`src/rtl/axicb_slv_switch_wr_n.sv`:
```
// AXI crossbar write-path slave switch: AW decode, in-order W routing, DECERR sink, round-robin B.
// Optional B output register slice enabled by defining AXICB_SWW_BSLICE_EN.
module axicb_slv_switch_wr_n #(
    parameter int                           AXI_ADDR_W     = 32,
    parameter int                           AXI_ID_W       = 8,
    parameter int                           SLV_NB         = 4,
    parameter logic [SLV_NB-1:0]            MST_ROUTES     = {SLV_NB{1'b1}},
    parameter logic [SLV_NB*AXI_ADDR_W-1:0] SLV_START_ADDR = '0,
    parameter logic [SLV_NB*AXI_ADDR_W-1:0] SLV_END_ADDR   = '1,
    parameter int                           RT_DEPTH_W     = 3,
    parameter int                           DE_DEPTH_W     = 2,
    parameter int                           AWCH_W         = AXI_ADDR_W + AXI_ID_W,
    parameter int                           WCH_W          = 8,
    parameter int                           BCH_W          = AXI_ID_W + 2
) (
    input  logic                     aclk,
    input  logic                     arst,
    input  logic                     srst,
    input  logic                     i_awvalid,
    output logic                     i_awready,
    input  logic [AWCH_W-1:0]        i_awch,
    input  logic                     i_wvalid,
    output logic                     i_wready,
    input  logic                     i_wlast,
    input  logic [WCH_W-1:0]         i_wch,
    output logic                     i_bvalid,
    input  logic                     i_bready,
    output logic [BCH_W-1:0]         i_bch,
    output logic [SLV_NB-1:0]        o_awvalid,
    input  logic [SLV_NB-1:0]        o_awready,
    output logic [AWCH_W-1:0]        o_awch,
    output logic [SLV_NB-1:0]        o_wvalid,
    input  logic [SLV_NB-1:0]        o_wready,
    output logic [SLV_NB-1:0]        o_wlast,
    output logic [WCH_W-1:0]         o_wch,
    input  logic [SLV_NB-1:0]        o_bvalid,
    output logic [SLV_NB-1:0]        o_bready,
    input  logic [SLV_NB*BCH_W-1:0]  o_bch
);

    localparam int SIW      = (SLV_NB > 1) ? $clog2(SLV_NB) : 1;
    localparam int RTE_W    = 1 + SLV_NB + AXI_ID_W;
    localparam int RT_DEPTH = 1 << RT_DEPTH_W;
    localparam int DE_DEPTH = 1 << DE_DEPTH_W;

    logic rst_any;
    assign rst_any = arst | srst;

    logic [AXI_ADDR_W-1:0] aw_addr;
    logic [AXI_ID_W-1:0]   aw_id;
    logic [SLV_NB-1:0]     tgt;
    logic                  aw_err;

    assign aw_addr = i_awch[AXI_ADDR_W-1:0];
    assign aw_id   = i_awch[AXI_ADDR_W+:AXI_ID_W];
    assign o_awch  = i_awch;
    assign o_wch   = i_wch;

    // Scan from the top so the lowest matching window wins.
    always_comb begin
        tgt = '0;
        for (int k = SLV_NB - 1; k >= 0; k--) begin
            if (MST_ROUTES[k] &&
                aw_addr >= SLV_START_ADDR[k*AXI_ADDR_W+:AXI_ADDR_W] &&
                aw_addr <= SLV_END_ADDR[k*AXI_ADDR_W+:AXI_ADDR_W]) begin
                tgt    = '0;
                tgt[k] = 1'b1;
            end
        end
    end
    assign aw_err = ~|tgt;

    // Route FIFO
    logic [RTE_W-1:0]    rt_mem [RT_DEPTH];
    logic [RT_DEPTH_W:0] rt_wr_q, rt_wr_d, rt_rd_q, rt_rd_d;
    logic                rt_full, rt_empty, rt_push, rt_pop;
    logic [RTE_W-1:0]    rt_head;
    logic                h_err;
    logic [SLV_NB-1:0]   h_tgt;
    logic [AXI_ID_W-1:0] h_id;

    assign rt_empty = (rt_wr_q == rt_rd_q);
    assign rt_full  = (rt_wr_q[RT_DEPTH_W] != rt_rd_q[RT_DEPTH_W]) &&
                      (rt_wr_q[RT_DEPTH_W-1:0] == rt_rd_q[RT_DEPTH_W-1:0]);
    assign rt_head  = rt_mem[rt_rd_q[RT_DEPTH_W-1:0]];
    assign h_err    = rt_head[RTE_W-1];
    assign h_tgt    = rt_head[AXI_ID_W+:SLV_NB];
    assign h_id     = rt_head[AXI_ID_W-1:0];
    assign rt_push  = i_awvalid & i_awready;
    assign rt_pop   = i_wvalid & i_wready & i_wlast;
    assign rt_wr_d  = rt_wr_q + {{RT_DEPTH_W{1'b0}}, rt_push};
    assign rt_rd_d  = rt_rd_q + {{RT_DEPTH_W{1'b0}}, rt_pop};

    // DECERR FIFO
    logic [AXI_ID_W-1:0] de_mem [DE_DEPTH];
    logic [DE_DEPTH_W:0] de_wr_q, de_wr_d, de_rd_q, de_rd_d;
    logic                de_full, de_empty, de_push, de_pop;
    logic [AXI_ID_W-1:0] de_id;

    assign de_empty = (de_wr_q == de_rd_q);
    assign de_full  = (de_wr_q[DE_DEPTH_W] != de_rd_q[DE_DEPTH_W]) &&
                      (de_wr_q[DE_DEPTH_W-1:0] == de_rd_q[DE_DEPTH_W-1:0]);
    assign de_id    = de_mem[de_rd_q[DE_DEPTH_W-1:0]];
    assign de_push  = rt_pop & h_err;
    assign de_wr_d  = de_wr_q + {{DE_DEPTH_W{1'b0}}, de_push};
    assign de_rd_d  = de_rd_q + {{DE_DEPTH_W{1'b0}}, de_pop};

    always_comb begin
        o_awvalid = '0;
        i_awready = 1'b0;
        if (!rst_any && !rt_full) begin
            if (aw_err) begin
                i_awready = 1'b1;
            end else begin
                o_awvalid = tgt & {SLV_NB{i_awvalid}};
                i_awready = |(tgt & o_awready);
            end
        end
    end

    always_comb begin
        o_wvalid = '0;
        o_wlast  = '0;
        i_wready = 1'b0;
        if (!rst_any && !rt_empty) begin
            if (h_err) begin
                i_wready = i_wlast ? ~de_full : 1'b1;
            end else begin
                o_wvalid = h_tgt & {SLV_NB{i_wvalid}};
                o_wlast  = h_tgt & {SLV_NB{i_wlast}};
                i_wready = |(h_tgt & o_wready);
            end
        end
    end

    // B arbitration
    logic [SIW-1:0]   ptr_q, ptr_d, arb_idx, gnt, lock_idx_q, lock_idx_d;
    logic             arb_hit, lock_q, lock_d, slv_sel;
    logic             a_valid, a_ready;
    logic [BCH_W-1:0] a_bch;

    always_comb begin
        int j;
        j       = 0;
        arb_hit = 1'b0;
        arb_idx = '0;
        for (int i = 0; i < SLV_NB; i++) begin
            j = int'(ptr_q) + 1 + i;
            if (j >= SLV_NB) j = j - SLV_NB;
            if (!arb_hit && o_bvalid[SIW'(j)]) begin
                arb_hit = 1'b1;
                arb_idx = SIW'(j);
            end
        end
    end

    // A locked slave grant keeps ownership even if a DECERR arrives meanwhile, so i_bch never changes mid-handshake.
    always_comb begin
        gnt      = lock_q ? lock_idx_q : arb_idx;
        slv_sel  = 1'b0;
        a_valid  = 1'b0;
        a_bch    = '0;
        o_bready = '0;
        de_pop   = 1'b0;
        if (!rst_any) begin
            if (!de_empty && !lock_q) begin
                a_valid = 1'b1;
                a_bch   = {2'b11, de_id};
                de_pop  = a_ready;
            end else if (lock_q || arb_hit) begin
                slv_sel       = 1'b1;
                a_valid       = o_bvalid[gnt];
                a_bch         = o_bch[gnt*BCH_W+:BCH_W];
                o_bready[gnt] = a_ready;
            end
        end
    end

    assign lock_d     = slv_sel & a_valid & ~a_ready;
    assign lock_idx_d = gnt;
    assign ptr_d      = (slv_sel & a_valid & a_ready) ? gnt : ptr_q;

    always_ff @(posedge aclk or posedge arst) begin
        if (arst) begin
            rt_wr_q    <= '0;
            rt_rd_q    <= '0;
            de_wr_q    <= '0;
            de_rd_q    <= '0;
            ptr_q      <= SIW'(SLV_NB - 1);
            lock_q     <= 1'b0;
            lock_idx_q <= '0;
        end else if (srst) begin
            rt_wr_q    <= '0;
            rt_rd_q    <= '0;
            de_wr_q    <= '0;
            de_rd_q    <= '0;
            ptr_q      <= SIW'(SLV_NB - 1);
            lock_q     <= 1'b0;
            lock_idx_q <= '0;
        end else begin
            rt_wr_q    <= rt_wr_d;
            rt_rd_q    <= rt_rd_d;
            de_wr_q    <= de_wr_d;
            de_rd_q    <= de_rd_d;
            ptr_q      <= ptr_d;
            lock_q     <= lock_d;
            lock_idx_q <= lock_idx_d;
        end
    end

    always_ff @(posedge aclk) begin
        if (rt_push) rt_mem[rt_wr_q[RT_DEPTH_W-1:0]] <= {aw_err, tgt, aw_id};
        if (de_push) de_mem[de_wr_q[DE_DEPTH_W-1:0]] <= h_id;
    end

`ifdef AXICB_SWW_BSLICE_EN
    logic [BCH_W-1:0] sk_mem [2];
    logic             sk_wr_q, sk_wr_d, sk_rd_q, sk_rd_d;
    logic [1:0]       sk_cnt_q, sk_cnt_d;
    logic             sk_push, sk_pop;

    assign a_ready  = (sk_cnt_q != 2'd2);
    assign sk_push  = a_valid & a_ready;
    assign sk_pop   = i_bvalid & i_bready;
    assign i_bvalid = (sk_cnt_q != 2'd0) & ~rst_any;
    assign i_bch    = sk_mem[sk_rd_q];
    assign sk_wr_d  = sk_wr_q ^ sk_push;
    assign sk_rd_d  = sk_rd_q ^ sk_pop;
    assign sk_cnt_d = sk_cnt_q + {1'b0, sk_push} - {1'b0, sk_pop};

    always_ff @(posedge aclk or posedge arst) begin
        if (arst) begin
            sk_wr_q  <= 1'b0;
            sk_rd_q  <= 1'b0;
            sk_cnt_q <= '0;
        end else if (srst) begin
            sk_wr_q  <= 1'b0;
            sk_rd_q  <= 1'b0;
            sk_cnt_q <= '0;
        end else begin
            sk_wr_q  <= sk_wr_d;
            sk_rd_q  <= sk_rd_d;
            sk_cnt_q <= sk_cnt_d;
        end
    end

    always_ff @(posedge aclk) begin
        if (sk_push) sk_mem[sk_wr_q] <= a_bch;
    end
`else
    assign a_ready  = i_bready;
    assign i_bvalid = a_valid;
    assign i_bch    = a_bch;
`endif

endmodule

```
`config.mk`:
```
export PLATFORM = sky130hd
export DESIGN_NAME = axicb_slv_switch_wr_n
export DESIGN_NICKNAME = d
export VERILOG_FILES = /design/src/rtl/axicb_slv_switch_wr_n.sv
export SDC_FILE = /design/constraint.sdc
export NUM_CORES = 1
export LEC_CHECK = 0
export ABC_AREA = 0
export BUFFER_PORTS_ARGS = -buffer_cell sky130_fd_sc_hd__buf_4
export CELL_PAD_IN_SITES_DETAIL_PLACEMENT = 1
export CELL_PAD_IN_SITES_GLOBAL_PLACEMENT = 2
export CORE_ASPECT_RATIO = 0.8
export CORE_MARGIN = 2
export CORE_UTILIZATION = 34
export DETAILED_ROUTE_END_ITERATION = 12
export HOLD_SLACK_MARGIN = 0.12
export PLACE_DENSITY_LB_ADDON = 0.1
export SLEW_MARGIN = 15
export SYNTH_ARGS = -nofsm -noshare
export SYNTH_HDL_FRONTEND = slang
export SYNTH_SLANG_ARGS = --single-unit
```
`constraint.sdc`:
```
create_clock -name aclk -period 3.03 [get_ports aclk]
set_clock_uncertainty 0.2 [all_clocks]
set_input_delay 0.1515 -clock aclk [delete_from_list [all_inputs] [get_ports aclk]]
set_output_delay 0.1515 -clock aclk [all_outputs]
set_load 0.01 [all_outputs]
```
# ---- After elaboration in Yosys (flattened, before gate mapping)
# Memories as Yosys holds them, arrays and structs flattened.
# Index checks and enable logic that the tools add are counted.
dict set report totals {
  ramBits 112
  in_bits 107
  elab_cells 148
  out_inout_bits 77
  register_bits 19
  mem_count 2
}
dict set report op_classes {
  n_bitwise 16
  n_lt_le_gt_ge 12
  n_reduce_logical 24
  eq_ne 6
  n_addsub 12
  n_mul 1
  n_shift 1
  mux 67
}
# memory words width rd rd_clocked_by_memory_dff wr line
set memory_table {}
lappend memory_table {rt_mem 8 10 1 0 1 74} ;# logic [RTE_W-1:0] rt_mem [RT_DEPTH];
lappend memory_table {de_mem 4 8 1 0 1 95} ;# logic [AXI_ID_W-1:0] de_mem [DE_DEPTH];
# cell n
set op_table {}
lappend op_table {{4-bit two-way mux} 11}
lappend op_table {{40-bit by 7-bit variable part select with 10-bit output} 1}
lappend op_table {{1-bit two-way mux} 33}
lappend op_table {{32-bit by 1-bit >= comparator with 1-bit output, second input constant} 1}
lappend op_table {{32-bit <= comparator, second input constant} 1}
lappend op_table {{10-bit two-way mux} 3}
lappend op_table {{2-bit two-way mux} 12}
lappend op_table {{4-bit bitwise AND} 4}
lappend op_table {{2-bit by 4-bit less-than comparator with 1-bit output, second input constant} 4}
lappend op_table {{4-bit by 3-bit >= comparator with 1-bit output, second input constant} 3}
lappend op_table {{4-bit OR reduction} 3}
lappend op_table {{1-bit binary-select mux with 2-bit select} 5}
lappend op_table {{1-bit logical AND} 10}
lappend op_table {{1-bit logical NOT} 9}
lappend op_table {{3-bit by 2-bit adder with 4-bit output, second input constant} 2}
lappend op_table {{4-bit by 1-bit adder with 4-bit output} 2}
lappend op_table {{1-bit by 4-bit bitwise AND with 4-bit output} 2}
lappend op_table {{2-bit by 1-bit subtractor with 2-bit output, second input constant} 4}
lappend op_table {{1-bit bitwise AND} 7}
lappend op_table {{3-bit by 1-bit adder with 3-bit output} 2}
lappend op_table {{3-bit equality test} 2}
lappend op_table {{3-bit two-way mux} 2}
lappend op_table {{2-bit by 3-bit multiplier with 5-bit output, second input constant} 1}
lappend op_table {{3-bit by 1-bit adder with 4-bit output, second input constant} 1}
lappend op_table {{12 further kinds} 14}

# ---- Depth between registers and ports, before layout
dict set report logic_depth {
  ltp_word 26
  mapped_depth 9
  depth_no_buf 8
}

# ---- Worst setup path before layout
# Ideal clock, no wire load.
dict set report synth_path {
  path_type {reg-to-reg}
  start {register rt_rd_q[0]}
  end {memory rt_mem[0][0] in the netlist's numbering (enable)}
  path_stages_with_launch 8
  setup_slack_ns 0.449
  required_ns 2.447
  arrival_ns 1.998
  cell_sequence {dfrtp_1 clkbuf_1 xnor2_1 nand3_1 o21a_1 and3_1 nand2b_1 nor3_1}
}
dict set report synth_via {
  elab_chain_cells 8
}
# item line
set synth_lines {}
lappend synth_lines {{start: declaration} 75} ;# logic [RT_DEPTH_W:0] rt_wr_q, rt_wr_d, rt_rd_q, rt_rd_d;
lappend synth_lines {{start signal: assignment} 202} ;# rt_rd_q <= rt_rd_d;
lappend synth_lines {{3-bit equality test} 84} ;# (rt_wr_q[RT_DEPTH_W-1:0] == rt_rd_q[RT_DEPTH_W-1:0]);
lappend synth_lines {{1-bit logical AND} 83} ;# assign rt_full = (rt_wr_q[RT_DEPTH_W] != rt_rd_q[RT_DEPTH_W]) &&
lappend synth_lines {{1-bit logical NOT} 111} ;# if (!rst_any && !rt_full) begin
lappend synth_lines {{1-bit logical AND} 111}
lappend synth_lines {{1-bit two-way mux} 111}
lappend synth_lines {{1-bit bitwise AND} 89} ;# assign rt_push = i_awvalid & i_awready;
lappend synth_lines {{1-bit two-way mux} 212} ;# if (rt_push) rt_mem[rt_wr_q[RT_DEPTH_W-1:0]] <= {aw_err, tgt, aw_id};
lappend synth_lines {{1-bit two-way mux (not written as such)} 212}
lappend synth_lines {{end: declaration} 74}
# Every way passes these cells.

# ---- Worst setup path after layout
dict set report layout_path {
  start {register de_wr_q[1]}
  end {output port i_bch[4]}
}
dict set report layout_via {
  elab_chain_cells 5
}
# item line
set layout_lines {}
lappend layout_lines {{start: declaration} 96} ;# logic [DE_DEPTH_W:0] de_wr_q, de_wr_d, de_rd_q, de_rd_d;
lappend layout_lines {{start signal: assignment} 203} ;# de_wr_q <= de_wr_d;
lappend layout_lines {{3-bit equality test} 100} ;# assign de_empty = (de_wr_q == de_rd_q);
lappend layout_lines {{1-bit logical NOT} 166} ;# if (!de_empty && !lock_q) begin
lappend layout_lines {{1-bit logical AND} 166}
lappend layout_lines {{10-bit two-way mux} 166}
lappend layout_lines {{10-bit two-way mux} 165} ;# if (!rst_any) begin
lappend layout_lines {{end: declaration} 28} ;# output logic [BCH_W-1:0] i_bch,
# Every way passes these cells.

==> summary.txt <==
outcome: complete, no violations
Initial Util: 34.67%
Worst Hold Class: input pin to flop
total clock sinks: 115
Ys Warns: 0
Slew Limit Fails: 0
Syn Inst Count: 393
Final nets: 656
startpoint class of the critical path: flop
# port buffers: 88
XOR/XNOR Fraction of Synth Area: 2.122%
pin count of the biggest net entering global routing: 25
mean area per synthesized cell: 14.56 um^2
post-synthesis compound-gate area fraction: 4.199%
RR Startpoint: rt_wr_q[2]
1st-iter DRT viols: 204
clk_lat worst skew: 400 ps
fmax: 348.3 MHz
register bit total from synthesis: 115
1st-pass router iterations: 4
proportion of synthesized area in mux cells: 15.22%
Max Cap Viol: 0
Final period util: 94.75%
Layout Cells excl Fill: 774
adder-cell share of the synthesized area: 1.750%
kind of critical path: flop to output port
worst slew pin tran: 771.3 ps
CTS tree: done
io pins: 184
Worst Setup SP: de_wr_q[1]
DRT antenna net count: 0
Leak Pwr: 0.002976 uW
clock slew at reported path FFs: 60 ps
largest cells by area after synthesis: edfxtp_1, buf_4, dfrtp_1
# fillers: 1,688
total power: 4032 uW
hold depth: 5
placed cells: 686
final setup TNS: 0 ps
Die Y-Extent: 120.0 um
VDD IR-drop max: 0.3873 mV
placed inst area: 0.006429 mm^2
layout cells sized above 1: 30.69%
DRC: 0
crit path DAT: 2520 ps
clock buffer depth: 2
ys flop type: edfxtp_1
Hold Crit Start: o_bvalid[3]
Final Setup Violations: 0
final instance area: 0.007567 mm^2
Synth Area in Simple Gates: 8.443%
crit end category: output port
first-pass GRT wire length: 20.85 mm
DPL Wire Length: 9.338 mm
FF-to-FF path depth: 9
Synth cell types: 47
Antenna Cells: 0
required time of the worst setup path: 2680 ps
DRT Wirelength: 13.47 mm
vias per cell: 4.661
H-tree depth: 4
vias in the first global route: 3,831
Async S/R FF share, synth: 16.52%
Row Count: 42
post-synthesis sequential area ratio: 58.75%
initial antenna violation count: 0
Post-Syn Area: 0.005720 mm^2
gpl congestion: 0.7617
Layout area overhead: 32.28%
via count: 3,608
die width: 149.0 um
Hold Vio Cnt, Final: 0
post-CTS setup buffers: 0
core area: 0.01650 mm^2
CTS Buf Count: 17
critical-path maximum fanout: 8
Yosys top cell area share: 50.39%
minimum clock period: 2871 ps
largest family of logic cells by synthesized area: multiplexers
Yosys top cell by area: edfxtp_1
Rel. slew slack: 48.52%
DR WL/cell: 17.40 um
RSZ-0062 raised after global routing: no
clk root buf: clkbuf_16
GRT overflow: 0
GRT Total Usage: 15.61%
Pwr per Cell Area: 532.8 mW/mm^2
total die area: 0.01788 mm^2
most common cell after layout, fill and taps aside: buf_4
number of synthesized flops with an enable pin: 96
commonest non-fill, non-tap cells in the layout: buf_4, edfxtp_1, dlygate4sd3_1
## critical path, stage by stage, from the launching register on
cell	delay, ps
dfrtp_1	420
xor2_2	200
or4_4	530
a21oi_4	210
nand2_1	230
o221ai_1	340
buf_4	180
## kinds of logic after synthesis
| logic type | count (synthesis) |
|---|---|
| simple gates | 95 |
| other cells | 1 |
| xor+xnor | 13 |
| buf+inv | 78 |
| mux | 53 |
| flops | 115 |
| fa+ha+maj | 8 |
| compound gates | 30 |
## layer usage
layer	part of all wire (%)	track usage (%)	vias up
met5	0	0	-
met4	0.97	5.179	0
met3	6.1	3.536	9
met2	49	26.35	143
met1	43	19.91	1766
li1	-	-	1690
## path summary, 6_finish.rpt
check	endpoint	slack, ps
min reg2reg	ptr_q[0]	350
min	ptr_q[0]	160
max	i_bch[4]	160
min in group asynchronous	rt_rd_q[0]	280
max reg2reg	rt_wr_q[2]	210
max in group asynchronous	de_rd_q[2]	1870
## flip-flops by register name (all words and copies together) (netlist names)
signal      cells
rt_wr_q         4
de_rd_q         3
de_mem         32
rt_mem         64
de_wr_q         3
ptr_q           2
lock_idx_q      2
rt_rd_q         4
lock_q          1
## through the flow
step                      setup WS, ps  util (%)  hold WS (ps)
after floorplan                  449.0         -        -98.85
after global placement           476.8     38.96         103.1
after detailed placement         481.3     38.96         103.1
after CTS                        38.43     45.75         143.4
after global routing             14.32     45.86         250.5
final                            159.0     45.86         163.9
## final cells by class
class	instances	area (um^2)	share of cell area, %
well taps	220	275.3	3.638
multi-input cells	241	1992	26.32
clock buffers	17	425.4	5.622
inverters	5	18.77	0.2480
repair buffers	161	1361	17.99
flip-flops and latches	115	3361	44.41
clock inverters	15	133.9	1.769
## synth_stat cells, types with 5 or more instances
cell type and number:
edfxtp_1 96, buf_4 59, mux2i_1 21, nand2_1 21, nor2_1 21, dfrtp_1 17, mux4_2 16, nor2b_1 13
nor3_1 11, o221ai_1 10, clkbuf_1 8, ha_1 8, mux2_2 8, mux4_1 8, xnor2_1 8, and2_1 7
inv_1 5, nand2b_1 5, nand3_1 5
## power by group
group          switching (uW)  internal, uW  total [uW]
clock network             732          1130        1860
logic                     203           215         417
registers                10.1          1740        1750
## what timing repair did
| item | 4_1_cts | 5_1_grt |
|---|---|---|
| setup endpoints to repair | 0 | 6 |
| hold endpoints to repair | 140 | 0 |
| hold buffers | 56 | 0 |
| resized for setup | 0 | 3 |
Note: power is estimated with default switching activity, not from simulation.
